<file path="src/rtl/vdma_axi4s_to_axi4_core.sv">
// Write-side video DMA core: takes an AXI4-Stream video frame and writes it
// to memory through an AXI4 write master (AW/W/B), one line at a time with a
// programmable stride.
//
// Ports:
//   aclk_i, aresetn_i        clock, asynchronous active-low reset
//   enable_i / busy_o        start a frame when idle / frame in progress
//   param_*_i                frame base (bytes), stride (words), width (words),
//                            height (lines), burst length-1
//   status_*_o               frame acceptance index and latched shadow params
//   m_axi4_aw*/w*/b*         AXI4 write master channels
//   s_axi4s_*                AXI4-Stream video input (tuser[0] = frame start)
module vdma_axi4s_to_axi4_core #(
    parameter int unsigned AXI4_ID_WIDTH     = 6,
    parameter int unsigned AXI4_ADDR_WIDTH   = 32,
    parameter int unsigned AXI4_LEN_WIDTH    = 8,
    parameter int unsigned AXI4_QOS_WIDTH    = 4,
    parameter int unsigned AXI4S_USER_WIDTH  = 1,
    parameter int unsigned AXI4S_DATA_WIDTH  = 24,
    parameter int unsigned STRIDE_WIDTH      = 12,
    parameter int unsigned INDEX_WIDTH       = 8,
    parameter int unsigned H_WIDTH           = 12,
    parameter int unsigned V_WIDTH           = 12,
    parameter int unsigned OUTSTANDING_WIDTH = 6
) (
    input  logic                        aresetn_i,
    input  logic                        aclk_i,
    input  logic                        enable_i,
    output logic                        busy_o,

    input  logic [AXI4_ADDR_WIDTH-1:0]  param_addr_i,
    input  logic [STRIDE_WIDTH-1:0]     param_stride_i,
    input  logic [H_WIDTH-1:0]          param_width_i,
    input  logic [V_WIDTH-1:0]          param_height_i,
    input  logic [AXI4_LEN_WIDTH-1:0]   param_awlen_i,

    output logic [INDEX_WIDTH-1:0]      status_index_o,
    output logic [AXI4_ADDR_WIDTH-1:0]  status_addr_o,
    output logic [STRIDE_WIDTH-1:0]     status_stride_o,
    output logic [H_WIDTH-1:0]          status_width_o,
    output logic [V_WIDTH-1:0]          status_height_o,
    output logic [AXI4_LEN_WIDTH-1:0]   status_awlen_o,

    output logic [AXI4_ID_WIDTH-1:0]    m_axi4_awid_o,
    output logic [AXI4_ADDR_WIDTH-1:0]  m_axi4_awaddr_o,
    output logic [1:0]                  m_axi4_awburst_o,
    output logic [3:0]                  m_axi4_awcache_o,
    output logic [AXI4_LEN_WIDTH-1:0]   m_axi4_awlen_o,
    output logic                        m_axi4_awlock_o,
    output logic [2:0]                  m_axi4_awprot_o,
    output logic [AXI4_QOS_WIDTH-1:0]   m_axi4_awqos_o,
    output logic [3:0]                  m_axi4_awregion_o,
    output logic [2:0]                  m_axi4_awsize_o,
    output logic                        m_axi4_awvalid_o,
    input  logic                        m_axi4_awready_i,

    output logic [31:0]                 m_axi4_wdata_o,
    output logic [3:0]                  m_axi4_wstrb_o,
    output logic                        m_axi4_wlast_o,
    output logic                        m_axi4_wvalid_o,
    input  logic                        m_axi4_wready_i,

    input  logic [AXI4_ID_WIDTH-1:0]    m_axi4_bid_i,
    input  logic [1:0]                  m_axi4_bresp_i,
    input  logic                        m_axi4_bvalid_i,
    output logic                        m_axi4_bready_o,

    input  logic [AXI4S_USER_WIDTH-1:0] s_axi4s_tuser_i,
    input  logic                        s_axi4s_tlast_i,
    input  logic [AXI4S_DATA_WIDTH-1:0] s_axi4s_tdata_i,
    input  logic                        s_axi4s_tvalid_i,
    output logic                        s_axi4s_tready_o
);

    typedef enum logic [1:0] {AwIdle, AwRun, AwDone} aw_state_e;
    typedef enum logic [1:0] {WIdle, WWaitFs, WData, WDone} w_state_e;

    localparam logic [OUTSTANDING_WIDTH-1:0] OutstMax = {OUTSTANDING_WIDTH{1'b1}};

    logic                        busy_q, busy_d;
    logic [INDEX_WIDTH-1:0]      index_q, index_d;
    logic [AXI4_ADDR_WIDTH-1:0]  addr_q, addr_d;
    logic [STRIDE_WIDTH-1:0]     stride_q, stride_d;
    logic [H_WIDTH-1:0]          width_q, width_d;
    logic [V_WIDTH-1:0]          height_q, height_d;
    logic [AXI4_LEN_WIDTH-1:0]   awlen_q, awlen_d;

    aw_state_e                   aw_state_q, aw_state_d;
    logic [AXI4_ADDR_WIDTH-1:0]  awaddr_q, awaddr_d;
    logic [AXI4_ADDR_WIDTH-1:0]  line_base_q, line_base_d;
    logic [H_WIDTH-1:0]          aw_h_q, aw_h_d;
    logic [V_WIDTH-1:0]          aw_v_q, aw_v_d;

    w_state_e                    w_state_q, w_state_d;
    logic [AXI4_LEN_WIDTH-1:0]   beat_q, beat_d;
    logic [H_WIDTH-1:0]          w_h_q, w_h_d;
    logic [V_WIDTH-1:0]          w_v_q, w_v_d;

    logic [OUTSTANDING_WIDTH-1:0] outst_q, outst_d;

    logic                        aw_hs, w_hs, b_hs, done_all;
    logic [H_WIDTH-1:0]          burst_words, aw_h_next, w_h_next;
    logic [AXI4_ADDR_WIDTH-1:0]  burst_bytes, stride_bytes, next_line_base;

    // Response id/resp, tlast and upper tuser bits carry no meaning here.
    logic unused_inputs;
    assign unused_inputs = ^{m_axi4_bid_i, m_axi4_bresp_i, s_axi4s_tlast_i, s_axi4s_tuser_i};

    // Fixed AW payload fields and W strobes.
    assign m_axi4_awid_o     = '0;
    assign m_axi4_awburst_o  = 2'b01;
    assign m_axi4_awcache_o  = 4'b0011;
    assign m_axi4_awlock_o   = 1'b0;
    assign m_axi4_awprot_o   = 3'b000;
    assign m_axi4_awqos_o    = '0;
    assign m_axi4_awregion_o = 4'b0000;
    assign m_axi4_awsize_o   = 3'b010;
    assign m_axi4_awlen_o    = awlen_q;
    assign m_axi4_awaddr_o   = awaddr_q;
    assign m_axi4_wstrb_o    = 4'b1111;
    assign m_axi4_wdata_o    = 32'(s_axi4s_tdata_i);
    assign m_axi4_bready_o   = 1'b1;

    assign busy_o          = busy_q;
    assign status_index_o  = index_q;
    assign status_addr_o   = addr_q;
    assign status_stride_o = stride_q;
    assign status_width_o  = width_q;
    assign status_height_o = height_q;
    assign status_awlen_o  = awlen_q;

    // AW only waits on the outstanding limit; the count cannot rise without an
    // AW handshake, so awvalid never drops before it is accepted.
    assign m_axi4_awvalid_o = (aw_state_q == AwRun) && (outst_q != OutstMax);

    // W is a direct pass-through of the stream; no data is buffered.
    assign m_axi4_wvalid_o = (w_state_q == WData) && s_axi4s_tvalid_i;
    assign m_axi4_wlast_o  = (w_state_q == WData) && (beat_q == awlen_q);

    always_comb begin
        s_axi4s_tready_o = 1'b0;
        unique case (w_state_q)
            WWaitFs: s_axi4s_tready_o = !s_axi4s_tuser_i[0];  // drop pre-frame beats
            WData:   s_axi4s_tready_o = m_axi4_wready_i;
            WIdle, WDone: s_axi4s_tready_o = 1'b0;
        endcase
    end

    assign aw_hs = m_axi4_awvalid_o & m_axi4_awready_i;
    assign w_hs  = m_axi4_wvalid_o & m_axi4_wready_i;
    assign b_hs  = m_axi4_bvalid_i & m_axi4_bready_o;

    assign burst_words    = H_WIDTH'(awlen_q) + H_WIDTH'(1);
    assign burst_bytes    = (AXI4_ADDR_WIDTH'(awlen_q) + AXI4_ADDR_WIDTH'(1)) << 2;
    assign stride_bytes   = AXI4_ADDR_WIDTH'(stride_q) << 2;
    assign next_line_base = line_base_q + stride_bytes;
    assign aw_h_next      = aw_h_q + burst_words;
    assign w_h_next       = w_h_q + H_WIDTH'(1);

    assign done_all = (aw_state_q == AwDone) && (w_state_q == WDone) && (outst_q == '0);

    always_comb begin
        busy_d      = busy_q;
        index_d     = index_q;
        addr_d      = addr_q;
        stride_d    = stride_q;
        width_d     = width_q;
        height_d    = height_q;
        awlen_d     = awlen_q;
        aw_state_d  = aw_state_q;
        awaddr_d    = awaddr_q;
        line_base_d = line_base_q;
        aw_h_d      = aw_h_q;
        aw_v_d      = aw_v_q;
        w_state_d   = w_state_q;
        beat_d      = beat_q;
        w_h_d       = w_h_q;
        w_v_d       = w_v_q;
        outst_d     = outst_q;

        if (!busy_q) begin
            if (enable_i) begin
                busy_d      = 1'b1;
                index_d     = index_q + INDEX_WIDTH'(1);
                addr_d      = param_addr_i;
                stride_d    = param_stride_i;
                width_d     = param_width_i;
                height_d    = param_height_i;
                awlen_d     = param_awlen_i;
                aw_state_d  = AwRun;
                awaddr_d    = param_addr_i;
                line_base_d = param_addr_i;
                aw_h_d      = '0;
                aw_v_d      = '0;
                w_state_d   = WWaitFs;
                beat_d      = '0;
                w_h_d       = '0;
                w_v_d       = '0;
            end
        end else begin
            if ((aw_state_q == AwRun) && aw_hs) begin
                if (aw_h_next >= width_q) begin
                    aw_h_d      = '0;
                    line_base_d = next_line_base;
                    awaddr_d    = next_line_base;
                    if ((aw_v_q + V_WIDTH'(1)) == height_q) begin
                        aw_state_d = AwDone;
                    end else begin
                        aw_v_d = aw_v_q + V_WIDTH'(1);
                    end
                end else begin
                    aw_h_d   = aw_h_next;
                    awaddr_d = awaddr_q + burst_bytes;
                end
            end

            unique case (w_state_q)
                WWaitFs: begin
                    // The start beat is left on the bus and consumed in WData.
                    if (s_axi4s_tvalid_i && s_axi4s_tuser_i[0]) begin
                        w_state_d = WData;
                    end
                end
                WData: begin
                    if (w_hs) begin
                        beat_d = m_axi4_wlast_o ? '0 : beat_q + AXI4_LEN_WIDTH'(1);
                        if (w_h_next >= width_q) begin
                            w_h_d = '0;
                            if ((w_v_q + V_WIDTH'(1)) == height_q) begin
                                w_state_d = WDone;
                            end else begin
                                w_v_d = w_v_q + V_WIDTH'(1);
                            end
                        end else begin
                            w_h_d = w_h_next;
                        end
                    end
                end
                WIdle, WDone: ;
            endcase

            if (done_all) begin
                busy_d     = 1'b0;
                aw_state_d = AwIdle;
                w_state_d  = WIdle;
            end
        end

        unique case ({aw_hs, b_hs})
            2'b10: outst_d = outst_q + OUTSTANDING_WIDTH'(1);
            2'b01: if (outst_q != '0) outst_d = outst_q - OUTSTANDING_WIDTH'(1);
            default: ;
        endcase
    end

    always_ff @(posedge aclk_i or negedge aresetn_i) begin
        if (!aresetn_i) begin
            busy_q      <= 1'b0;
            index_q     <= '1;
            addr_q      <= '0;
            stride_q    <= '0;
            width_q     <= '0;
            height_q    <= '0;
            awlen_q     <= '0;
            aw_state_q  <= AwIdle;
            awaddr_q    <= '0;
            line_base_q <= '0;
            aw_h_q      <= '0;
            aw_v_q      <= '0;
            w_state_q   <= WIdle;
            beat_q      <= '0;
            w_h_q       <= '0;
            w_v_q       <= '0;
            outst_q     <= '0;
        end else begin
            busy_q      <= busy_d;
            index_q     <= index_d;
            addr_q      <= addr_d;
            stride_q    <= stride_d;
            width_q     <= width_d;
            height_q    <= height_d;
            awlen_q     <= awlen_d;
            aw_state_q  <= aw_state_d;
            awaddr_q    <= awaddr_d;
            line_base_q <= line_base_d;
            aw_h_q      <= aw_h_d;
            aw_v_q      <= aw_v_d;
            w_state_q   <= w_state_d;
            beat_q      <= beat_d;
            w_h_q       <= w_h_d;
            w_v_q       <= w_v_d;
            outst_q     <= outst_d;
        end
    end

endmodule

</file>
<file path="config.mk">
export PLATFORM = sky130hd
export DESIGN_NAME = vdma_axi4s_to_axi4_core
export DESIGN_NICKNAME = d
export VERILOG_FILES = /design/src/rtl/vdma_axi4s_to_axi4_core.sv
export SDC_FILE = /design/constraint.sdc
export NUM_CORES = 1
export LEC_CHECK = 0
export BUFFER_PORTS_ARGS = -buffer_cell sky130_fd_sc_hd__buf_2
export CORE_AREA = 5 5 174 176
export CTS_CLUSTER_SIZE = 30
export DETAILED_ROUTE_END_ITERATION = 6
export DIE_AREA = 0 0 179 181
export PLACE_DENSITY = 0.74
export SYNTH_ARGS = -nofsm -noshare
export SYNTH_HDL_FRONTEND = slang
export SYNTH_SLANG_ARGS = --single-unit
</file>
<file path="constraint.sdc">
create_clock -name aclk_i -period 6.95 [get_ports aclk_i]
set_clock_uncertainty 0.05 [all_clocks]
set_input_delay 1.7375 -clock aclk_i [delete_from_list [all_inputs] [get_ports aclk_i]]
set_output_delay 1.7375 -clock aclk_i [all_outputs]
set_load 0.005 [all_outputs]
</file>
# Word level (Yosys, flattened, before mapping)
# Cells that the tools add are included.
[word_totals]
mem_bits_ro = 0
mem_bits_rw = 0
latchBits = 0
elab_cells = 132
mem_count = 0
regBits = 215
[classes]
div = 0
bitwise = 3
n_eq_ne = 27
multipliers = 0
reduce_logical = 23
n_addsub = 12
magnitude_cmp = 2
muxes = 48
shifts = 0
[ops]
columns = ["operator", "count"]
rows = [
  ["$mux 32", 7],
  ["$mux 12", 17],
  ["$mux 8", 5],
  ["$add 12x1->12 const B", 3],
  ["$add 32x11->32", 1],
  ["$add 32x14->32", 1],
  ["$eq 12x12->1", 2],
  ["$ge 12x12->1", 2],
  ["$mux 2", 12],
  ["$add 8x1->9 const B", 2],
  ["$add 8x1->8 const B", 2],
  ["$add 12x9->12", 1],
  ["$pmux 6 s2", 1],
  ["$ne 2x1->1 const B", 5],
  ["$ne 3x1->1 const B", 3],
  ["$eq 2x2->1 const B", 4],
  ["$eq 8x8->1", 1],
  ["$ne 4x3->1 const B", 2],
  ["$ne 4x4->1 const B", 2],
  ["$reduce_and 4->1", 2],
  ["$logic_and 1x1->1", 7],
  ["$add 6x1->6 const B", 1],
  ["$eq 2x1->1 const B", 3],
  ["$logic_not 6->1", 1],
  ["19 further kinds", 28],
]

# Logic depth before layout (Yosys ltp)
# Gate-level depths: netlist of the first run.
[depth]
ltp_word = 8
ltp_mapped = 20
ltp_nobuf = 18

# Worst setup path after synthesis of the first run
# Ideal clock, no wire load.
[synth_timing]
kind = "flip-flop to flip-flop"
from = "register awlen_q[0] (netlist: m_axi4_awlen_o[0])"
to = "register line_base_q[6]"
setup_time_ns = 0.077
arrival_time_ns = 4.335
path_stages_with_launch = 20
n_path_buf = 2
required_ns = 6.823
setup_slack_ns = 2.488
path_cell_list = "dfrtp_1 inv_1 ha_1 fa_1 nor2b_1 o21ai_0 a21boi_1 o21ai_0 a211oi_1 or2_2 xor2_1 ha_1 and3_1 nand3_1 o311a_1 nor3_1 clkbuf_1 buf_2 nor2_1 a21oi_1"
[synth_between]
elab_chain_len = 5
[synth_lines]
columns = ["element", "line_no", "rtl"]
rows = [
  ["start: declaration", "86", "logic [AXI4_LEN_WIDTH-1:0] awlen_q, awlen_d;"],
  ["start signal: assignment", "282", "awlen_q <= awlen_d;"],
  ["$add 8x1->9", "153", "assign burst_words = H_WIDTH'(awlen_q) + H_WIDTH'(1);"],
  ["$add 12x9->12", "157", "assign aw_h_next = aw_h_q + burst_words;"],
  ["$ge 12x12->1", "202", "if (aw_h_next >= width_q) begin"],
  ["$ne 2x1->1 (no source line)", "--", ""],
  ["$reduce_and 3->1 (no source line)", "--", ""],
  ["end signal: assignment", "285", "line_base_q <= line_base_d;"],
  ["end: declaration", "90", "logic [AXI4_ADDR_WIDTH-1:0] line_base_q, line_base_d;"],
]
# No other way between the ends.
# A chain may end at the register's enable or synchronous reset.

# Final worst setup path of the first run
[layout_timing]
from = "register awlen_q[0] (netlist: m_axi4_awlen_o[0])"
to = "register awaddr_q[16] (netlist: m_axi4_awaddr_o[16])"
[layout_between]
elab_chain_len = 6
word_cells_on_any_way = 8
classes_between = "add/sub (4); order compare (1); mux (3)"
[layout_lines]
columns = ["element", "line_no", "rtl"]
rows = [
  ["$add 8x1->9", "153, 154", ""],
  ["$add 12x9->12", "157", ""],
  ["$ge 12x12->1", "202", ""],
  ["$mux 32 *", "202", ""],
  ["$mux 32 *", "201", "if ((aw_state_q == AwRun) && aw_hs) begin"],
  ["$mux 32 *", "181", "if (!busy_q) begin"],
  ["end signal: assignment", "284", "awaddr_q <= awaddr_d;"],
  ["end: declaration", "89", "logic [AXI4_ADDR_WIDTH-1:0] awaddr_q, awaddr_d;"],
]
# Every way passes the cells marked *; elsewhere a longest branch is shown, timed or not. The select of a mux whose other input is x is not followed.

==> impl_metrics.csv, run 1 <==
group,metric,value,unit
run_status,status,"completed",
timing,drv_slew,0,
logic_synthesis,synth_top_area_frac,0.370,
die,initial_core_util,0.491,
timing,relSlewSlack,0.315,
clock_network,clkLatencyLatePin,0.53,ns
drt,antenna_left,0,
drt,wl_met3,3340,um
logic_synthesis,yosysWarnings,0,
cells_and_area,drive_above_1_share,0.168,
worst_setup_path,path_class,"flop to flop",
worst_setup_path,worstPathRequired,7.37,ns
timing,rsz0062_at_grt,"false",
pwr,vdd_ir_drop_max,237,uV
grt,grt_pass1_vias,12081,
logic_synthesis,synth_edf_count,0,
grt,grt_first_pass_wirelength,65500,um
logic_synthesis,syn_area,14000,um2
clock_network,cts.sink_count,215,
drt,drt_iter0_drc,1133,
logic_synthesis,synthCells,1636,
worst_setup_path,start_kind,"flop",
cells_and_area,final_cell_count_no_fill,2181,
worst_setup_path,crit_arrival,5.95,ns
clock_network,cts_buffer_depth,3,
pwr,p_leak,7.62,nW
drt,avgViaCountPerCell,5.84,
logic_synthesis,synth.distinct_cells,83,
timing,fin_crit,5.54,ns
timing,fin_crit_sh,0.797,
clock_network,post-cts-setup-buffer-count,0,
grt,grt_usage,0.248,
logic_synthesis,async_reset_ff_frac,1.00,
drt,vias,12734,
pwr,cellPowerDensity,443,nW/um2
clock_network,hold_buffers,0,
die,coreArea,28500,um2
placement,place_hpwl,30100,um
timing,hold_viol,0,
clock_network,cts_tree,"built",
drt,wl_met2,18900,um
logic_synthesis,yosysSeqAreaShare,0.385,
grt,antenna_found_initial,0,
placement,place_congestion,0.939,
timing,worst_pin_slew,1.02,ns
drt,highest_layer,"met4",
placement,place_inst,2133,
clock_network,cts_resized,0,
die,boundaryPins,310,
die,dieArea,32400,um2
cells_and_area,layout.nets,1965,
cells_and_area,area_delta_synth_final,13.7,%
drt,drt-met1-wl,18000,um
job,drv_cap,0,
grt,overflow,0,
placement,io_buffers,212,
pwr,power,7.05,mW
clock_network,path_clk_slew,0.06,ns
die,die_x,179,um
drt,drtPass1Iterations,5,
timing,max_freq,181,MHz
die,die_h,181,um
timing,finalSetupViolations,0,
die,fp-row-count,62,
worst_setup_path,crit_fanout,20,
worst_hold_path,min_path_type,"flop to flop",
drt,wl,41800,um
clock_network,cts_made_buffers,26,
drt,wl_per_cell,19.2,um
logic_synthesis,yosys.cell_count.top_type,"nand2_1",
worst_setup_path,worst_setup_path_end_kind,"flop",
grt,grt_start_max_net_pins,123,
logic_synthesis,avgSynthCellArea,8.55,um2
drt,drc,0,
clock_network,root_buffer,"clkbuf_16",
logic_synthesis,synth_area_leaders,"dfrtp_1 37%, nand2_1 7.8%, ha_1 6.0%",
cells_and_area,diodes,0,
logic_synthesis,yosysTopAreaCell,"dfrtp_1",
logic_synthesis,synth_common_cells,"289 x nand2_1, 207 x dfrtp_1, 120 x nor2_1",
logic_synthesis,synthFlopType,"dfrtp_1",
logic_synthesis,ys_ff_latch,215,
clock_network,htreeDepth,1,
timing,tns,0,ns
cells_and_area,fillers,2632,
[stage by stage]
step | worst slack (ns) | instance area [um2] | utilization | hold slack, ns
floorplan | 2.49 | 14100 | - | 0.397
global placement | 1.60 | 15000 | 0.525 | 0.402
detailed placement | 1.51 | 15000 | 0.525 | 0.407
CTS | 1.50 | 15900 | 0.559 | 0.423
global route | 0.923 | 15900 | 0.559 | 0.443
finish | 1.41 | 15900 | 0.559 | 0.417
[registers in the layout, indices dropped and copies added (netlist names), 6 cells and up]
register         count
beat_q               8
m_axi4_awlen_o       8
status_addr_o       32
w_v_q               12
status_width_o      12
status_index_o       8
line_base_q         32
w_h_q               12
m_axi4_awaddr_o     32
aw_h_q              12
outst_q              6
status_height_o     12
status_stride_o     12
aw_v_q              12
[placed cells by master, fill, tap and decap left out, types with 5 or more instances in the layout]
| master | count |
|---|---|
| a2111oi_0 | 11 |
| a211oi_1 | 20 |
| a21o_1 | 18 |
| a21oi_1 | 101 |
| a22o_1 | 17 |
| a311oi_1 | 7 |
| a31oi_1 | 24 |
| a41o_1 | 8 |
| and2_1 | 16 |
| and3_1 | 27 |
| and4_1 | 8 |
| buf_2 | 211 |
| buf_4 | 12 |
| bufinv_16 | 5 |
| clkbuf_16 | 27 |
| conb_1 | 40 |
| dfrtp_1 | 206 |
| dfstp_2 | 8 |
| ha_1 | 67 |
| inv_1 | 51 |
| nand2_1 | 289 |
| nand2b_1 | 9 |
| nand3_1 | 45 |
| nand4_1 | 20 |
| nor2_1 | 119 |
| nor2b_1 | 8 |
| nor3_1 | 22 |
| nor3b_1 | 8 |
| nor4_1 | 10 |
| o211ai_1 | 15 |
| o21a_1 | 16 |
| o21ai_0 | 77 |
| o21ai_1 | 11 |
| o221ai_1 | 6 |
| o22ai_1 | 20 |
| o31ai_1 | 5 |
| xnor2_1 | 67 |
| xor2_1 | 46 |
[layout make-up]
| type | count | area [um2] | share of cell area |
|---|---|---|---|
| inverter | 52 | 195 | 0.0123 |
| multi-input combinational | 1257 | 7710 | 0.485 |
| tap | 384 | 480 | 0.0302 |
| timing repair buffer | 225 | 1180 | 0.0743 |
| clock inverter | 17 | 236 | 0.0149 |
| sequential | 215 | 5390 | 0.339 |
| clock buffer | 31 | 711 | 0.0447 |
[routing by layer]
metal | vias to the layer above | global-route usage
met2 | 505 | 0.392
met1 | 6135 | 0.341
met5 | - | 0
met3 | 104 | 0.0460
li1 | 5990 | -
met4 | 0 | 0.0900
[worst max-delay path, stage by stage (launching register included)]
cell and delay, ns:
dfrtp_1 0.53, inv_1 0.17, ha_1 0.26, fa_1 0.41, nor2b_1 0.13, o21ai_0 0.10, a21boi_1 0.19, o21ai_0 0.13
a211oi_1 0.53, or2_2 0.23, xor2_1 0.08, ha_1 0.32, and3_1 0.18, nand3_1 0.10, o311ai_1 0.52, and2_1 0.85
nand2_1 0.26, o221ai_1 0.25, o221a_1 0.19
[final timing paths]
kind                                               start                         endpoint  slack [ns]  depth (start not counted)
min                         status_addr_o[5]$_DFFE_PN0P_     status_addr_o[5]$_DFFE_PN0P_        0.42                          2
min reg2reg                 status_addr_o[5]$_DFFE_PN0P_     status_addr_o[5]$_DFFE_PN0P_        0.42                          2
max reg2reg                m_axi4_awlen_o[0]$_DFFE_PN0P_  m_axi4_awaddr_o[16]$_DFFE_PN0P_        1.41                         18
min in group asynchronous                      aresetn_i   status_stride_o[3]$_DFFE_PN0P_        1.26                          1
max                        m_axi4_awlen_o[0]$_DFFE_PN0P_  m_axi4_awaddr_o[16]$_DFFE_PN0P_        1.41                         18
max in group asynchronous                      aresetn_i                 busy_o$_DFF_PN0_        4.49                          2
[report_power, final]
part,leakage (nW),internal [mW],switching [mW],total (mW)
Sequential,2.62,1.68,0.478,2.16
Clock,0.457,0.920,0.569,1.49
Combinational,4.54,1.42,1.99,3.40
[cell families after synthesis]
family / count (synthesis) / share of synthesized area
adder cells (fa/ha/maj): 71 / 0.0657
AO/OA/AOI/OAI: 416 / 0.199
multiplexers: 6 / 0.00456
AND/OR/NAND/NOR: 611 / 0.199
flip-flops: 215 / 0.385
other: 2 / 0.000537
buffers and inverters: 202 / 0.0752
XOR/XNOR: 113 / 0.0708
(Power assumes the default switching activity.)
==> run 2: changes to the inputs <==
PLACE_DENSITY = 0.76   (was 0.74)
clock period = 5 ns   (was 6.95 ns; I/O delays follow)
==> impl_metrics.csv, run 2 (synthesis gave the netlist of run 1 again) <==
group,metric,value,unit
run_status,status,"completed",
clock_network,hold_buffers,0,
die,dieArea,32400,um2
timing,whs,0.420,ns
worst_setup_path,crit_fanout,10,
timing,relSlewSlack,0.274,
clock_network,clkLatencyLatePin,0.54,ns
cells_and_area,post-route-util,0.562,
die,die_x,179,um
pwr,cellPowerDensity,616,nW/um2
pwr,p_comb_frac,0.506,
grt,overflow,0,
placement,io_buffers,212,
cells_and_area,drive_above_1_share,0.180,
cells_and_area,final_cell_area,16000,um2
grt,antenna_found_initial,0,
clock_network,cts.sink_count,215,
die,fp-row-count,62,
die,die_h,181,um
drt,wl_per_cell,19.3,um
placement,dpl_cell_area,15100,um2
pwr,internal-power,5.57,mW
placement,place_inst,2152,
clock_network,post-cts-setup-buffer-count,0,
timing,drv_slew,0,
die,initial_core_util,0.491,
drt,vias,12938,
clock_network,root_buffer,"clkbuf_16",
cells_and_area,final_common_cell,"nand2_1",
die,boundaryPins,310,
placement,place_hpwl,31000,um
placement,dp_slack,0.284,ns
grt,grt_start_max_net_pins,113,
pwr,p_clk_frac,0.196,
pwr,switching_share,0.435,
drt,wl,42400,um
grt,grt_usage,0.252,
cells_and_area,diodes,0,
timing,max_freq,219,MHz
pwr,power_switching,4.29,mW
drt,antenna_left,0,
worst_setup_path,worstPathRequired,5.38,ns
clock_network,cts_tree,"built",
timing,fin_ws,0.431,ns
timing,fin_crit,4.57,ns
drt,drtPass1Iterations,6,
worst_setup_path,path_class,"flop to flop",
drt,avgViaCountPerCell,5.88,
placement,place_congestion,0.948,
cells_and_area,multi_input_area,7740,um2
cells_and_area,final_cell_count_no_fill,2200,
grt,grt_first_pass_wirelength,66400,um
worst_setup_path,crit_arrival,4.94,ns
clock_network,htreeDepth,1,
timing,fin_crit_sh,0.914,
pwr,power,9.86,mW
timing,rsz0062_at_grt,"false",
clock_network,path_clk_slew,0.06,ns
pwr,p_leak,7.70,nW
cells_and_area,regArea,5390,um2
pwr,seq_power_share,0.298,
grt,grt_pass1_vias,12444,
cells_and_area,layout_common_cells,"288 x nand2_1, 211 x buf_2, 206 x dfrtp_1",
cells_and_area,layout.nets,1984,
clock_network,cts_made_buffers,26,
cells_and_area,area_delta_synth_final,14.5,%
drt,drc,0,
drt,drt_iter0_drc,1219,
worst_hold_path,min_path_type,"flop to flop",
pwr,vdd_ir_drop_max,379,uV
timing,hold_viol,0,
worst_setup_path,start_kind,"flop",
cells_and_area,fillers,2586,
worst_setup_path,worst_setup_path_end_kind,"flop",
timing,tns,0,ns
die,coreArea,28500,um2
clock_network,cts_buffer_depth,3,
timing,finalSetupViolations,0,
timing,worst_pin_slew,1.09,ns
job,drv_cap,0,
-- run 2: per-layer routing --
layer  global-route usage  part of all wire
met5                    0                 0
met3               0.0541             0.094
met2                0.404              0.46
met1                0.335              0.41
met4               0.0912             0.037
-- run 2: timing repair --
action                                  in CTS  in global routing
endpoints found under the setup margin       0                 12
gates resized for setup                      0                  7
hold endpoints to repair                     0                  0
-- run 2: area by class of cell --
type / count / share of cell area
repair buffers: 244 / 0.0827
flip-flops and latches: 215 / 0.337
inverters: 52 / 0.0122
well taps: 384 / 0.0300
clock buffers: 33 / 0.0461
multi-input cells: 1257 / 0.483
clock inverters: 15 / 0.00906
-- run 2: power by group through the flow --
stage	clock network (mW)	logic [mW]	registers, mW
final	1.93	4.99	2.94
after global routing	2.03	5.48	3.02
after CTS	1.96	4.89	2.93
after detailed placement	0	4.84	2.94
after global placement	0	4.68	2.92
after floorplan	0	3.32	2.85
-- run 2: path summary, 6_finish.rpt --
kind	end	slack (ns)	startpoint	cells past startpoint
min in group asynchronous	outst_q[2]$_DFFE_PN0P_	0.74	aresetn_i	1
min reg2reg	status_addr_o[6]$_DFFE_PN0P_	0.42	status_addr_o[6]$_DFFE_PN0P_	2
max	aw_v_q[2]$_DFFE_PN0P_	0.43	m_axi4_awlen_o[0]$_DFFE_PN0P_	18
max reg2reg	aw_v_q[2]$_DFFE_PN0P_	0.43	m_axi4_awlen_o[0]$_DFFE_PN0P_	18
min	status_addr_o[6]$_DFFE_PN0P_	0.42	status_addr_o[6]$_DFFE_PN0P_	2
max in group asynchronous	aw_v_q[3]$_DFFE_PN0P_	3.08	aresetn_i	2
-- run 2: worst max-delay path, stage by stage, from the launching register on --
cell and delay [ns]:
dfrtp_1 0.34, inv_1 0.08, ha_1 0.23, fa_1 0.42, nor2b_1 0.13, o21ai_0 0.11
a21boi_1 0.19, o21ai_0 0.14, a211oi_2 0.29, o21ai_0 0.15, xnor2_1 0.22, ha_1 0.28
a211o_1 0.30, a21oi_1 0.21, o311a_1 0.36, nor2_1 0.10, nand2_1 0.45, nand2_1 0.10
a311oi_1 0.28
==> run 3: changes to the inputs <==
==> constraint.sdc (replaced) <==
create_clock -name aclk_i -period 5 [get_ports aclk_i]
set_clock_uncertainty 0.05 [all_clocks]
set_input_delay 0 -clock aclk_i [delete_from_list [all_inputs] [get_ports aclk_i]]
set_output_delay 0 -clock aclk_i [all_outputs]
set_load 0.005 [all_outputs]
==> impl_metrics.csv, run 3 (synthesis gave the netlist of run 1 again) <==
group,metric,value,unit
grt,grt_pass1_vias,13115,
pwr,internal-power,5.66,mW
placement,place_hpwl,30500,um
timing,max_freq,218,MHz
worst_setup_path,path_class,"flop to flop",
placement,place_congestion,0.944,
cells_and_area,drive_above_1_share,0.164,
die,dieArea,32400,um2
worst_setup_path,r2r_start,"m_axi4_awlen_o[0]$_DFFE_PN0P_",
worst_setup_path,crit_fanout,12,
timing,worst_pin_slew,1.09,ns
timing,drv_slew,0,
pwr,p_clk_frac,0.194,
worst_setup_path,start_kind,"flop",
drt,avgViaCountPerCell,5.83,
clock_network,cts_tree,"built",
clock_network,clkLatencyLatePin,0.53,ns
drt,drtPass1Iterations,6,
grt,grt_usage,0.266,
drt,drt_iter0_drc,1239,
grt,overflow,0,
worst_setup_path,worst_setup_path_end_kind,"flop",
timing,fin_crit,4.58,ns
clock_network,cts.sink_count,215,
pwr,switching_share,0.428,
placement,dpl_cell_area,15100,um2
clock_network,post-cts-setup-buffer-count,0,
timing,fin_crit_sh,0.916,
drt,drc,0,
cells_and_area,final_common_cell,"nand2_1",
die,fp-row-count,62,
cells_and_area,layout_common_cells,"289 x nand2_1, 211 x buf_2, 206 x dfrtp_1",
cells_and_area,area_delta_synth_final,22.2,%
pwr,cellPowerDensity,579,nW/um2
die,die_x,179,um
clock_network,cts_made_buffers,25,
worst_setup_path,crit_arrival,4.93,ns
pwr,p_leak,8.15,nW
drt,wl_per_cell,19.1,um
cells_and_area,final_cell_area,17100,um2
job,drv_cap,0,
die,coreArea,28500,um2
timing,hold_viol,0,
grt,grt_start_max_net_pins,127,
drt,vias,13465,
drt,wl,44200,um
clock_network,root_buffer,"clkbuf_16",
die,initial_core_util,0.491,
pwr,seq_power_share,0.299,
die,boundaryPins,310,
worst_setup_path,reg2reg_depth,20,
timing,rsz0062_at_grt,"false",
grt,antenna_found_initial,0,
worst_setup_path,worstPathRequired,5.35,ns
timing,fin_ws,0.422,ns
clock_network,cts_buffer_depth,3,
cells_and_area,post-route-util,0.600,
die,die_h,181,um
pwr,p_comb_frac,0.506,
drt,antenna_left,0,
worst_hold_path,min_path_type,"input pin to async pin",
timing,relSlewSlack,0.270,
clock_network,htreeDepth,1,
pwr,vdd_ir_drop_max,277,uV
placement,dp_slack,0.436,ns
cells_and_area,layout.nets,2095,
timing,finalSetupViolations,0,
pwr,power_switching,4.24,mW
timing,tns,0,ns
clock_network,path_clk_slew,0.06,ns
run_status,status,"completed",
grt,grt_first_pass_wirelength,70500,um
placement,io_buffers,212,
worst_setup_path,startpoint,"m_axi4_awlen_o[0]$_DFFE_PN0P_",
run 3: final cells by class:
type,count,area [um2]
diodes,1,2.50
clock buffers,38,744
clock inverters,7,116
fillers,2430,11400
inverters,52,195
multi-input cells,1257,7720
flip-flops and latches,215,5390
well taps,384,480
repair buffers,356,2440
run 3: metal layers:
metal  wire [um]  GRT usage  vias up
li1            -          -     6243
met1       17800      0.355     6374
met2       20400      0.425      702
met3        4090     0.0502      146
met4        2010      0.111        0
met5           0          0        -
run 3: what timing repair did:
action                                  in CTS  in global routing
hold buffers                               112                  0
endpoints found under the setup margin       0                  3
endpoints found under the hold margin      284                  0
gates resized for setup                      0                  2
run 3: worst paths after layout:
check,to,slack [ns]
worst max register to register,m_axi4_awaddr_o[25]$_DFFE_PN0P_,0.42
worst max-delay path,m_axi4_awaddr_o[25]$_DFFE_PN0P_,0.42
worst min register to register,status_addr_o[1]$_DFFE_PN0P_,0.42
max in group asynchronous,line_base_q[5]$_DFFE_PN0P_,3.52
min in group aclk_i,status_height_o[11]$_DFFE_PN0P_,0.14
worst min-delay path,outst_q[2]$_DFFE_PN0P_,0.13
run 3: worst max-delay path, stage by stage, from the launching register on:
cell and delay [ns]:
dfrtp_1 0.34, inv_1 0.08, ha_1 0.23, fa_1 0.41, nor2b_1 0.12, o21ai_0 0.10, a21boi_1 0.19, o21ai_0 0.13
a211oi_1 0.32, buf_4 0.18, o21ai_0 0.10, xnor2_1 0.14, ha_1 0.29, a211o_1 0.30, a21oi_1 0.22, o311ai_2 0.17
and2_2 0.33, buf_4 0.22, a211o_1 0.27, a41oi_1 0.16, nor4_1 0.08
run 3: per-stage QoR:
| step | cells | power [mW] | hold slack (ns) |
|---|---|---|---|
| after CTS | 2309 | 9.83 | 0.127 |
| after global placement | 2152 | 7.62 | -0.0500 |
| after global routing | 2309 | 10.6 | 0.165 |
| after floorplan | 1674 | 6.16 | -0.346 |
| after detailed placement | 2152 | 7.77 | -0.0500 |
| final | 2310 | 9.90 | 0.125 |
run 3: power groups by stage:
stage / logic (mW) / registers (mW) / clock network (mW)
2_1_floorplan: 3.32 / 2.85 / 0
4_1_cts: 4.94 / 2.94 / 1.95
3_3_place_gp: 4.67 / 2.95 / 0
5_1_grt: 5.56 / 3.04 / 2.03
6_report: 5.01 / 2.96 / 1.92
3_5_place_dp: 4.81 / 2.96 / 0
